===== src/rtl/mem_array_pkg.sv =====
// Shared types and helpers for the R x C memory array datapath.
package mem_array_pkg;

    typedef enum logic [1:0] {
        IDLE    = 2'd0,
        RD_WAIT = 2'd1,
        RD_DONE = 2'd2
    } state_t;

    // Index width that never collapses to zero bits, so ports stay legal for n == 1.
    function automatic int idx_w(input int n);
        return (n > 1) ? $clog2(n) : 1;
    endfunction

    // Even parity over a zero-extended word.
    function automatic logic parity(input logic [31:0] d);
        return ^d;
    endfunction

endpackage


===== src/rtl/mem_array_core.sv =====
// Storage for R x C words: synchronous write, combinational read, with address range check.
// Optional MEM_PARITY_EN adds one even-parity bit per word and a read-side mismatch flag.
module mem_array_core
    import mem_array_pkg::*;
#(
    parameter int R = 4,
    parameter int C = 4,
    parameter int N = 4
) (
    input  logic                clk,
    input  logic                we,
    input  logic [idx_w(R)-1:0] wr_row,
    input  logic [idx_w(C)-1:0] wr_col,
    input  logic [N-1:0]        wdata,
    input  logic [idx_w(R)-1:0] rd_row,
    input  logic [idx_w(C)-1:0] rd_col,
`ifdef MEM_PARITY_EN
    output logic                rd_perr,
`endif
    output logic [N-1:0]        rdata
);

    logic [N-1:0] mem [R][C];
`ifdef MEM_PARITY_EN
    logic         par_mem [R][C];
`endif

    logic wr_ok;
    logic rd_ok;

    // Addresses past R/C only exist when R or C is not a power of two.
    assign wr_ok = (int'(wr_row) < R) && (int'(wr_col) < C);
    assign rd_ok = (int'(rd_row) < R) && (int'(rd_col) < C);

    always_ff @(posedge clk) begin
        if (we && wr_ok) begin
            mem[wr_row][wr_col] <= wdata;
`ifdef MEM_PARITY_EN
            par_mem[wr_row][wr_col] <= parity(32'(wdata));
`endif
        end
    end

    always_comb begin
        rdata = '0;
`ifdef MEM_PARITY_EN
        rd_perr = 1'b0;
`endif
        if (rd_ok) begin
            rdata = mem[rd_row][rd_col];
`ifdef MEM_PARITY_EN
            rd_perr = parity(32'(mem[rd_row][rd_col])) != par_mem[rd_row][rd_col];
`endif
        end
    end

endmodule


===== src/rtl/mem_array_datapath.sv =====
// Access FSM, read latency counter and output registers around mem_array_core.
// Optional MEM_PARITY_EN adds the parity_err output.
module mem_array_datapath
    import mem_array_pkg::*;
#(
    parameter int R      = 4,
    parameter int C      = 4,
    parameter int N      = 4,
    parameter int RD_LAT = 2
) (
    input  logic                clk,
    input  logic                rst_n,
    input  logic                cs,
    input  logic                req,
    input  logic                rw,
    input  logic [idx_w(R)-1:0] ar,
    input  logic [idx_w(C)-1:0] ac,
    input  logic [N-1:0]        wdata,
    output logic [N-1:0]        rdata,
    output logic                valid,
`ifdef MEM_PARITY_EN
    output logic                parity_err,
`endif
    output logic                busy
);

    localparam int RW   = idx_w(R);
    localparam int CW   = idx_w(C);
    localparam int CNTW = idx_w(RD_LAT);

    state_t            state;
    state_t            state_nx;
    logic [CNTW-1:0]   cnt;
    logic [RW-1:0]     row_q;
    logic [CW-1:0]     col_q;
    logic [RW-1:0]     rd_row;
    logic [CW-1:0]     rd_col;
    logic [N-1:0]      core_rdata;
    logic              rd_accept;
    logic              wr_accept;
`ifdef MEM_PARITY_EN
    logic              core_perr;
    logic              perr_q;
`endif

    assign rd_accept = (state == IDLE) && cs && req && rw;
    assign wr_accept = (state == IDLE) && cs && req && !rw;

    // In IDLE the live address feeds the core so RD_LAT == 1 can capture on the accept edge.
    assign rd_row = (state == IDLE) ? ar : row_q;
    assign rd_col = (state == IDLE) ? ac : col_q;

    mem_array_core #(.R(R), .C(C), .N(N)) u_core (
        .clk    (clk),
        .we     (wr_accept),
        .wr_row (ar),
        .wr_col (ac),
        .wdata  (wdata),
        .rd_row (rd_row),
        .rd_col (rd_col),
`ifdef MEM_PARITY_EN
        .rd_perr(core_perr),
`endif
        .rdata  (core_rdata)
    );

    always_comb begin
        state_nx = state;
        case (state)
            IDLE:    if (rd_accept) state_nx = (RD_LAT > 1) ? RD_WAIT : RD_DONE;
            RD_WAIT: begin
                if (!cs)           state_nx = IDLE;
                else if (cnt == 0) state_nx = RD_DONE;
            end
            RD_DONE: state_nx = IDLE;
            default: state_nx = IDLE;
        endcase
    end

    always_ff @(posedge clk or negedge rst_n) begin
        if (!rst_n) begin
            state <= IDLE;
            cnt   <= '0;
            rdata <= '0;
`ifdef MEM_PARITY_EN
            perr_q <= 1'b0;
`endif
        end else begin
            state <= state_nx;
            if (rd_accept)
                cnt <= CNTW'(RD_LAT - 1);
            else if (state == RD_WAIT && cnt != 0)
                cnt <= cnt - 1'b1;
            // Output data is captured on the edge entering RD_DONE so it is valid with the pulse.
            if (state_nx == RD_DONE) begin
                rdata <= core_rdata;
`ifdef MEM_PARITY_EN
                perr_q <= core_perr;
`endif
            end
        end
    end

    always_ff @(posedge clk) begin
        if (rd_accept) begin
            row_q <= ar;
            col_q <= ac;
        end
    end

    assign valid = (state == RD_DONE);
    assign busy  = (state == RD_WAIT);
`ifdef MEM_PARITY_EN
    assign parity_err = valid && perr_q;
`endif

endmodule


===== config.mk =====
export PLATFORM = sky130hd
export DESIGN_NAME = mem_array_datapath
export DESIGN_NICKNAME = d
export VERILOG_FILES = /design/src/rtl/mem_array_pkg.sv /design/src/rtl/mem_array_core.sv /design/src/rtl/mem_array_datapath.sv
export SDC_FILE = /design/constraint.sdc
export NUM_CORES = 1
export LEC_CHECK = 0
export BUFFER_PORTS_ARGS = -buffer_cell sky130_fd_sc_hd__buf_2
export CELL_PAD_IN_SITES_DETAIL_PLACEMENT = 1
export CELL_PAD_IN_SITES_GLOBAL_PLACEMENT = 1
export CORE_ASPECT_RATIO = 0.5
export CORE_MARGIN = 8
export CORE_UTILIZATION = 38
export DETAILED_ROUTE_END_ITERATION = 16
export GPL_TIMING_DRIVEN = 0
export MAX_ROUTING_LAYER = met4
export PLACE_DENSITY_LB_ADDON = 0.15
export SYNTH_ARGS = -nofsm -noshare
export SYNTH_HDL_FRONTEND = slang
export SYNTH_HIERARCHICAL = 1
export SYNTH_SLANG_ARGS = --single-unit

===== constraint.sdc =====
create_clock -name clk -period 3.3 [get_ports clk]
set_clock_uncertainty 0.2 [all_clocks]
set_input_delay 0.495 -clock clk [delete_from_list [all_inputs] [get_ports clk]]
set_output_delay 0.495 -clock clk [all_outputs]
set_load 0.1 [all_outputs]

After elaboration in Yosys (flattened, before gate mapping)
Memories as Yosys holds them, arrays and structs flattened. Cells that the tools add are included.

Bits in writable memories: 64. Memories: 1. Bits in registers: 11. Bits of input ports: 13.

$lt $le $gt $ge: 3. Bitwise gates (word level): 2. Equal/unequal tests: 3. $add $sub $neg: 1. Reductions and logical operators: 9. Muxes and demuxes: 15.

Memories: u_core.mem (words 4, bits a word 16, read ports 1, clocked after memory_dff 0, wr ports 1, RTL line mem_array_core.sv:23) `logic [N-1:0] mem [R][C];`.

Operators with widths (count): $mux 16 (1); $mux 4 (3); $mux 2 (5); $bmux 4 s2 (1); $demux 4 s2 (1); $ge 3x3->1 const B (2); $logic_and 1x1->1 (6); $not 2->3 (2); $eq 2x2->1 const B (2); $pmux 2 s2 (1); $lt 3x1->1 const B (1); $mux 1 (3); $eq 2x1->1 const B (1); $logic_not 2->1 (1); $reduce_bool 2->1 (1); $logic_not 1->1 (1); $sub 1x1->1 const B (1).

Logic depth before layout (Yosys ltp)
Gate-level depths: netlist (run 1).

Word-level depth: 7. Mapped depth: 8.

Modules after synthesis
The synthesis (run 1) kept the hierarchy.

By module, submodules not included: mem_array_core (cells each 126, times used 1, area an instance 2586.2 µm²); mem_array_datapath (cells each 33, times used 1, area an instance 495.5 µm²).

Worst setup path before layout (run 1)
No wires, ideal clock.

Kind: register to register. Start point: register state[0]. End point: register rdata[0]. Setup slack: 785 ps. Cell stages (with the launch flop): 9. Period minus slack after synthesis: 2515 ps. Required time: 2974 ps. Arrival: 2189 ps. Path through: dfrtp_1 > nor2_1 > mux2_2 > buf_6 > buf_12 > mux4_2 > a22oi_1 > nand3_1 > mux2_4.

RTL lines: from (decl) (RTL line mem_array_datapath.sv:31) `state_t state;`; from (signal assigned) (RTL line mem_array_datapath.sv:89) `state <= state_nx;`; $logic_not 2->1 (RTL line mem_array_datapath.sv:50) `assign rd_row = (state == IDLE) ? ar : row_q;`; $mux 2 (RTL line mem_array_datapath.sv:50); named net rd_row[0] (RTL line mem_array_datapath.sv:36) `logic [RW-1:0] rd_row;`; $mem_v2 4x16; $bmux 4 s2 (RTL line mem_array_core.sv:50) `rdata = mem[rd_row][rd_col];`; $mux 4 (not written as such) (2 in a row) (RTL line mem_array_core.sv:50); named net core_rdata[0] (RTL line mem_array_datapath.sv:38) `logic [N-1:0] core_rdata;`; to (signal assigned) (RTL line mem_array_datapath.sv:96) `rdata <= core_rdata;`; to (decl) (RTL line mem_array_datapath.sv:19) `output logic [N-1:0] rdata,`.

The timed path passes the listed nets, and every way through them passes these cells. The select of a mux whose other input is x is not followed. A chain may end at the register's enable or synchronous reset.

Worst setup path after layout (run 1)
Start point: register state[1]. End point: register rdata[2].

Same word-level chain as after synthesis.

==> results_dict.tcl, run 1 <==
set metrics [dict create \
    finalSetupTns_ps 0 \
    path_depth 8 \
    antennaDiodeCount 0 \
    antenna_found_initial 0 \
    drv_slew 0 \
    via_count 1575 \
    synth_compound_area_share_pct 1.30 \
    routabilityCongestion 0.786 \
    holdCritPathClass "primary input to flop" \
    fin_ws_ps 146 \
    drive_gt1_share_pct 25.3 \
    powerDensity_nw_per_um2 672 \
    muxShareOfSynthArea_pct 16.8 \
    cts-root-buf "clkbuf_16" \
    syn_area_um2 3080 \
    drt-initial-drc-count 96 \
    ys_seq_elements 75 \
    setup.worst_path.end "rdata[2]" \
    reg2reg_to "rdata[2]" \
    ys_seq_area_share_pct 71.9 \
    worstRegToRegCells 8 \
    cts.reportedPaths.clkPinSlew_ps 60 \
    io_pins 19 \
    postLayoutCoreUtil_pct 45.5 \
    grt_use_met2_pct 17.4 \
    peakVddDrop_mv 0.388 \
    syn-num-nets 172 \
    crit_arrival_ps 3170 \
    cp.required_ps 3320 \
    worstMarginPinSlew_ps 794 \
    dr.pass1.iters 4 \
    grt_max_degree 17 \
    die-area_um2 11400 \
    ant_nets 0 \
    core-area_um2 7940 \
    cpMaxStageDelayCell "dfrtp_1" \
    grt_use_total_pct 12.4 \
    synthCells 159 \
    met3_usage_pct 5.01 \
    cts_inserted_buffers 9 \
    die_w_um 143 \
    place_area_um2 3310 \
    r2r_setup_slack_ps 150 \
    layout_min_cycle_time_ps 3150 \
    final_hold_viol_count 0 \
    cp_max_fo 10 \
    cp_top_family "multiplexers" \
    die_h_um 79.7 \
    yosys.area_share.simple_pct 8.28 \
    final_cell_mix "edfxtp_1 (68), buf_2 (19), nor2_1 (14), mux4_1 (14)" \
    area_growth_pct 17.4 \
    numPortBuffers 18 \
    ys_warn_count 6 \
    maxCapViolCount 0 \
    syn-mean-instance-area_um2 19.4 \
    drt-wirelength-per-cell_um 20.0 \
    fin_cells 306 \
    clock_path_buffers 2 \
    insertion_delay_ps 330 \
    h-tree-depth 3 \
    ys.flop_type "edfxtp_1" \
    start_util_pct 38.8 \
    setup_viol 0 \
    cp-end-kind "flop" \
    busiest_layer "met2" \
    power_leakage_uw 0.00125 \
    synth_edf_count 68 \
    synthXorXnorAreaFrac_pct 0 \
    maxSlewHeadroom_pct 46.7 \
    critPathKind "flop to flop" \
    cts_sinks 75 \
    crit_chain "nor2_1, mux2_2, clkbuf_1, buf_2, mux4_2, a22oi_1, nand3_1, mux2_4" \
    async_flop_share_pct 9.33 \
    fin_crit_sh_pct 95.6 \
    synth_top_family_by_area "multiplexers" \
    critPathLaunchType "flop" \
    nets 202 \
    design_area_um2 3620 \
    placedCellCount 289 \
    pre_cts_slack_ps 160 \
    grt_pass1_wl_mm 9.81 \
    grt_pass1_vias 1670 \
    path_buf_inv 2 \
    rsz0062_at_grt "false" \
    synth.distinct_cells 27 \
    routed_wl_mm 6.12 \
    drc_errors 0 \
    cpPeakStageDelay_ps 440 \
    status "complete, no violations" \
    clock.fmax_mhz 317 \
    overflow 0 \
    reg2reg_from "state[1]" \
    num_rows 23 \
    final_common_cell "edfxtp_1" \
    dp_hpwl_mm 4.32 \
    critical_path.startpoint "state[1]" \
    cts_tree "built" \
    vias_per_cell 5.15 \
    use_met1_pct 15.5 \
    synth_adder_area_share_pct 0 \
]
stage by stage:
| stage | hold WS [ps] | power, uW |
|---|---|---|
| after global routing | 199 | 2520 |
| after CTS | 194 | 2460 |
| after floorplan | -0.591 | 1410 |
| after global placement | 134 | 1490 |
| final | 207 | 2430 |
| after detailed placement | 137 | 1500 |
flip-flops by register name, summed over array words and instances (netlist names):
name / flops
rdata: 4
cnt: 1
state: 2
col_q: 2
row_q: 2
u_core/mem: 64
report_power, final:
part           switching, uW  internal [uW]  total, uW
logic                    281            107        388
clock network            374            585        958
registers               16.0           1070       1080
routing by layer:
layer	share of wire, %	routed length, um
met1	49	2970
met3	4.4	269
met2	45	2760
met4	1.9	119
met5	0	0
synthesized netlist by cell type (3+ instances only):
cell	count	area, um^2
edfxtp_1	68	2040
mux2_4	4	60.1
nor2_1	14	52.6
nor3_1	4	20.0
mux4_1	14	368
nand3b_1	3	22.5
nor2b_1	4	25.0
dfrtp_1	7	175
mux2_2	4	45.0
a22oi_1	4	30.0
nand2_1	6	22.5
nand3_1	9	45.0
how the worst min path moves through the flow:
stage               start  endpoint  slack (ps)  depth (start not counted)
global route        ac[0]  col_q[0]         200                          1
finish              ac[1]  col_q[1]         210                          1
detailed placement  rst_n       cnt         140                          1
floorplan           rst_n       cnt        -0.6                          0
CTS                 ac[1]  col_q[1]         190                          1
global placement    rst_n       cnt         130                          1
layout make-up:
type,instances,area [um^2]
Fill cell,786,4330
Sequential cell,75,2220
Clock inverter,6,66.3
Tap cell,112,140
Buffer,5,47.5
Multi-Input combinational cell,78,813
Clock buffer,10,229
Timing Repair Buffer,19,100
Inverter,1,3.75
cell families (layout without fill, tap and decap cells):
family / after synthesis / after routing
mux: 24 / 24
buf+inv: 6 / 41
compound gates: 6 / 6
simple gates: 48 / 48
flops: 75 / 75
timing repair:
item                                   in CTS  in global routing
hold buffers                                1                  0
endpoints found under the hold margin       7                  0
resized for setup                           0                  0
buffers inserted                            0                  0
Power figures use the tool's default switching activity.
==> run 2, diff against run 1 <==
--- a/config.mk
+++ b/config.mk
@@ -17,5 +17,4 @@
 export PLACE_DENSITY_LB_ADDON = 0.15
 export SYNTH_ARGS = -nofsm -noshare
 export SYNTH_HDL_FRONTEND = slang
-export SYNTH_HIERARCHICAL = 1
 export SYNTH_SLANG_ARGS = --single-unit
==> run 2 against run 1 <==
  * Combinational power grew 14%
  * First-iteration DRC count up 4.2%
  * Non-clock buffer count increased by 3
  * Sequential power about the same
  * Critical path type unchanged
  * Worst setup slack improved by 560 ps
  * Final area increased by 2.7%
  * Via count up 19%
  * Maximum frequency is 22% higher
==> results_dict.tcl, run 2 <==
set metrics [dict create \
    status "complete, no violations" \
    powerDensity_nw_per_um2 672 \
    grt_pass1_wl_mm 11.9 \
    reg_top3 "u_core.mem: 64 flops, rdata: 4 flops" \
    area_growth_pct 16.8 \
    cts.reportedPaths.clkPinSlew_ps 60 \
    drt-wirelength-per-cell_um 22.3 \
    antenna_found_initial 0 \
    dp_hpwl_mm 5.46 \
    via_count 1873 \
    clock.fmax_mhz 385 \
    core-area_um2 8060 \
    setup_viol 0 \
    cts_inserted_buffers 9 \
    cts_tree "built" \
    largest_reg_flops 64 \
    ys_warn_count 0 \
    final_hold_viol_count 0 \
    grt_use_total_pct 14.3 \
    synth_most_common_cell "edfxtp_1" \
    cp_max_fo 10 \
    syn-mean-instance-area_um2 15.9 \
    crit_arrival_ps 2370 \
    ys.flop_type "edfxtp_1" \
    placedCellCount 330 \
    cpPeakStageDelay_ps 560 \
    regMostFlops "u_core.mem" \
    ys_seq_area_share_pct 69.7 \
    h-tree-depth 3 \
    maxCapViolCount 0 \
    yosysTopAreaCell "edfxtp_1" \
    drive_gt1_share_pct 23.4 \
    antennaDiodeCount 0 \
    peakVddDrop_mv 0.251 \
    ys_seq_elements 75 \
    start_util_pct 39.5 \
    drc_errors 0 \
    final_common_cell "edfxtp_1" \
    ant_nets 0 \
    synthCells 200 \
    postLayoutCoreUtil_pct 46.1 \
    synth_edf_count 68 \
    num_rows 23 \
    cp.required_ps 3080 \
    synth_commonest_cells "edfxtp_1 (68), nand3_1 (21), nor2_1 (17)" \
    insertion_delay_ps 340 \
    crit_chain "buf_6, nor2b_1, nand2_1, nor3_2, or3b_2, nor3_1" \
    holdCritPathClass "primary input to flop" \
    critPathKind "flop to flop" \
    die-area_um2 11700 \
    fillCellCount 822 \
    synth.distinct_cells 41 \
    routed_wl_mm 7.74 \
    clock_path_buffers 2 \
    syn_area_um2 3180 \
    grt_max_degree 17 \
    numPortBuffers 18 \
    dr.pass1.iters 4 \
    async_flop_share_pct 9.33 \
    multi_input_area_um2 892 \
    final_cell_mix "edfxtp_1 (68), nand3_1 (21), buf_2 (20)" \
    synthTopCellsByArea "edfxtp_1 (64%), dfrtp_1 (5.5%), mux4_1 (4.1%)" \
    rsz0062_at_grt "false" \
    routabilityCongestion 0.767 \
    worstRegToRegCells 6 \
    io_pins 19 \
    nets 243 \
    drt-initial-drc-count 100 \
    maxSlewHeadroom_pct 44.4 \
    hold_path_depth 1 \
    fin_cells 347 \
    seq_area_um2 2220 \
    fin_crit_sh_pct 78.6 \
    cpMaxStageDelayCell "or3b_2" \
    finalSetupTns_ps 0 \
    die_h_um 80.7 \
    layout_min_cycle_time_ps 2590 \
    cp-end-kind "flop" \
    worstMarginPinSlew_ps 828 \
    overflow 0 \
    drv_slew 0 \
    cts-root-buf "clkbuf_16" \
    synth_top_area_share_pct 64.2 \
    syn-num-nets 213 \
    critPathLaunchType "flop" \
    p_total_uw 2500 \
    vias_per_cell 5.40 \
    power_leakage_uw 0.00129 \
    die_w_um 145 \
    ctsResizeCount 0 \
    grt_pass1_vias 1987 \
    cts_sinks 75 \
]
==> run 2: timing repair <==
action,CTS,global route
hold buffers,1,0
buffers inserted,0,0
hold endpoints to repair,7,0
==> run 2: cell families (layout without fill, tap and decap cells) <==
logic type | count (synthesis) | count (layout) | share of synthesized area, %
DFF | 75 | 75 | 69.7
and+or+nand+nor | 67 | 67 | 11.5
AOI/OAI and AO/OA | 30 | 30 | 6.93
muxes | 18 | 18 | 9.64
buffers and inverters | 10 | 45 | 2.20
==> run 2: stage by stage <==
step                cell area [um^2]  setup WS (ps)  hold slack (ps)
global placement                3410            602              148
finish                          3710            706              149
detailed placement              3410            547              148
floorplan                       3180            628           -0.591
CTS                             3710            705              139
global route                    3710            570              148
==> run 2: final timing paths <==
check	startpoint	endpoint	slack, ps
worst max register to register	state[1]	u_core.mem[0][14]	710
min in group asynchronous	rst_n	rdata[1]	340
worst max-delay path	state[1]	u_core.mem[0][14]	710
max in group asynchronous	rst_n	cnt	2390
worst min-delay path	ar[1]	row_q[1]	150
worst min register to register	rdata[2]	rdata[2]	300
==> run 2: layout make-up <==
cell class / count / area share, %
plain buffers: 8 / 1.68
flip-flops and latches: 75 / 59.7
well taps: 112 / 3.77
clock inverters: 6 / 1.79
inverters: 2 / 0.202
repair buffers: 19 / 2.69
multi-input cells: 115 / 24.0
clock buffers: 10 / 6.16
==> run 2: critical path: cells and delay by family, from the launching register on <==
family,cells,cell delay (ps)
flops,1,370
simple gates,5,1520
buf+inv,1,140
==> run 2: layer usage <==
metal / routed length [um] / part of all wire, % / vias to the layer above / GRT usage [%]
met4: 115 / 1.5 / 0 / 5.56
met1: 3680 / 48 / 959 / 18.6
met3: 626 / 8.1 / 11 / 4.88
li1: - / - / 855 / -
met2: 3310 / 43 / 48 / 20.4
met5: 0 / 0 / - / -
==> run 2: report_power, final <==
| group | total (uW) | switching [uW] | internal [uW] |
|---|---|---|---|
| Sequential | 1090 | 19.4 | 1070 |
| Combinational | 441 | 336 | 105 |
| Clock | 965 | 379 | 586 |
| Total | 2500 | 735 | 1760 |
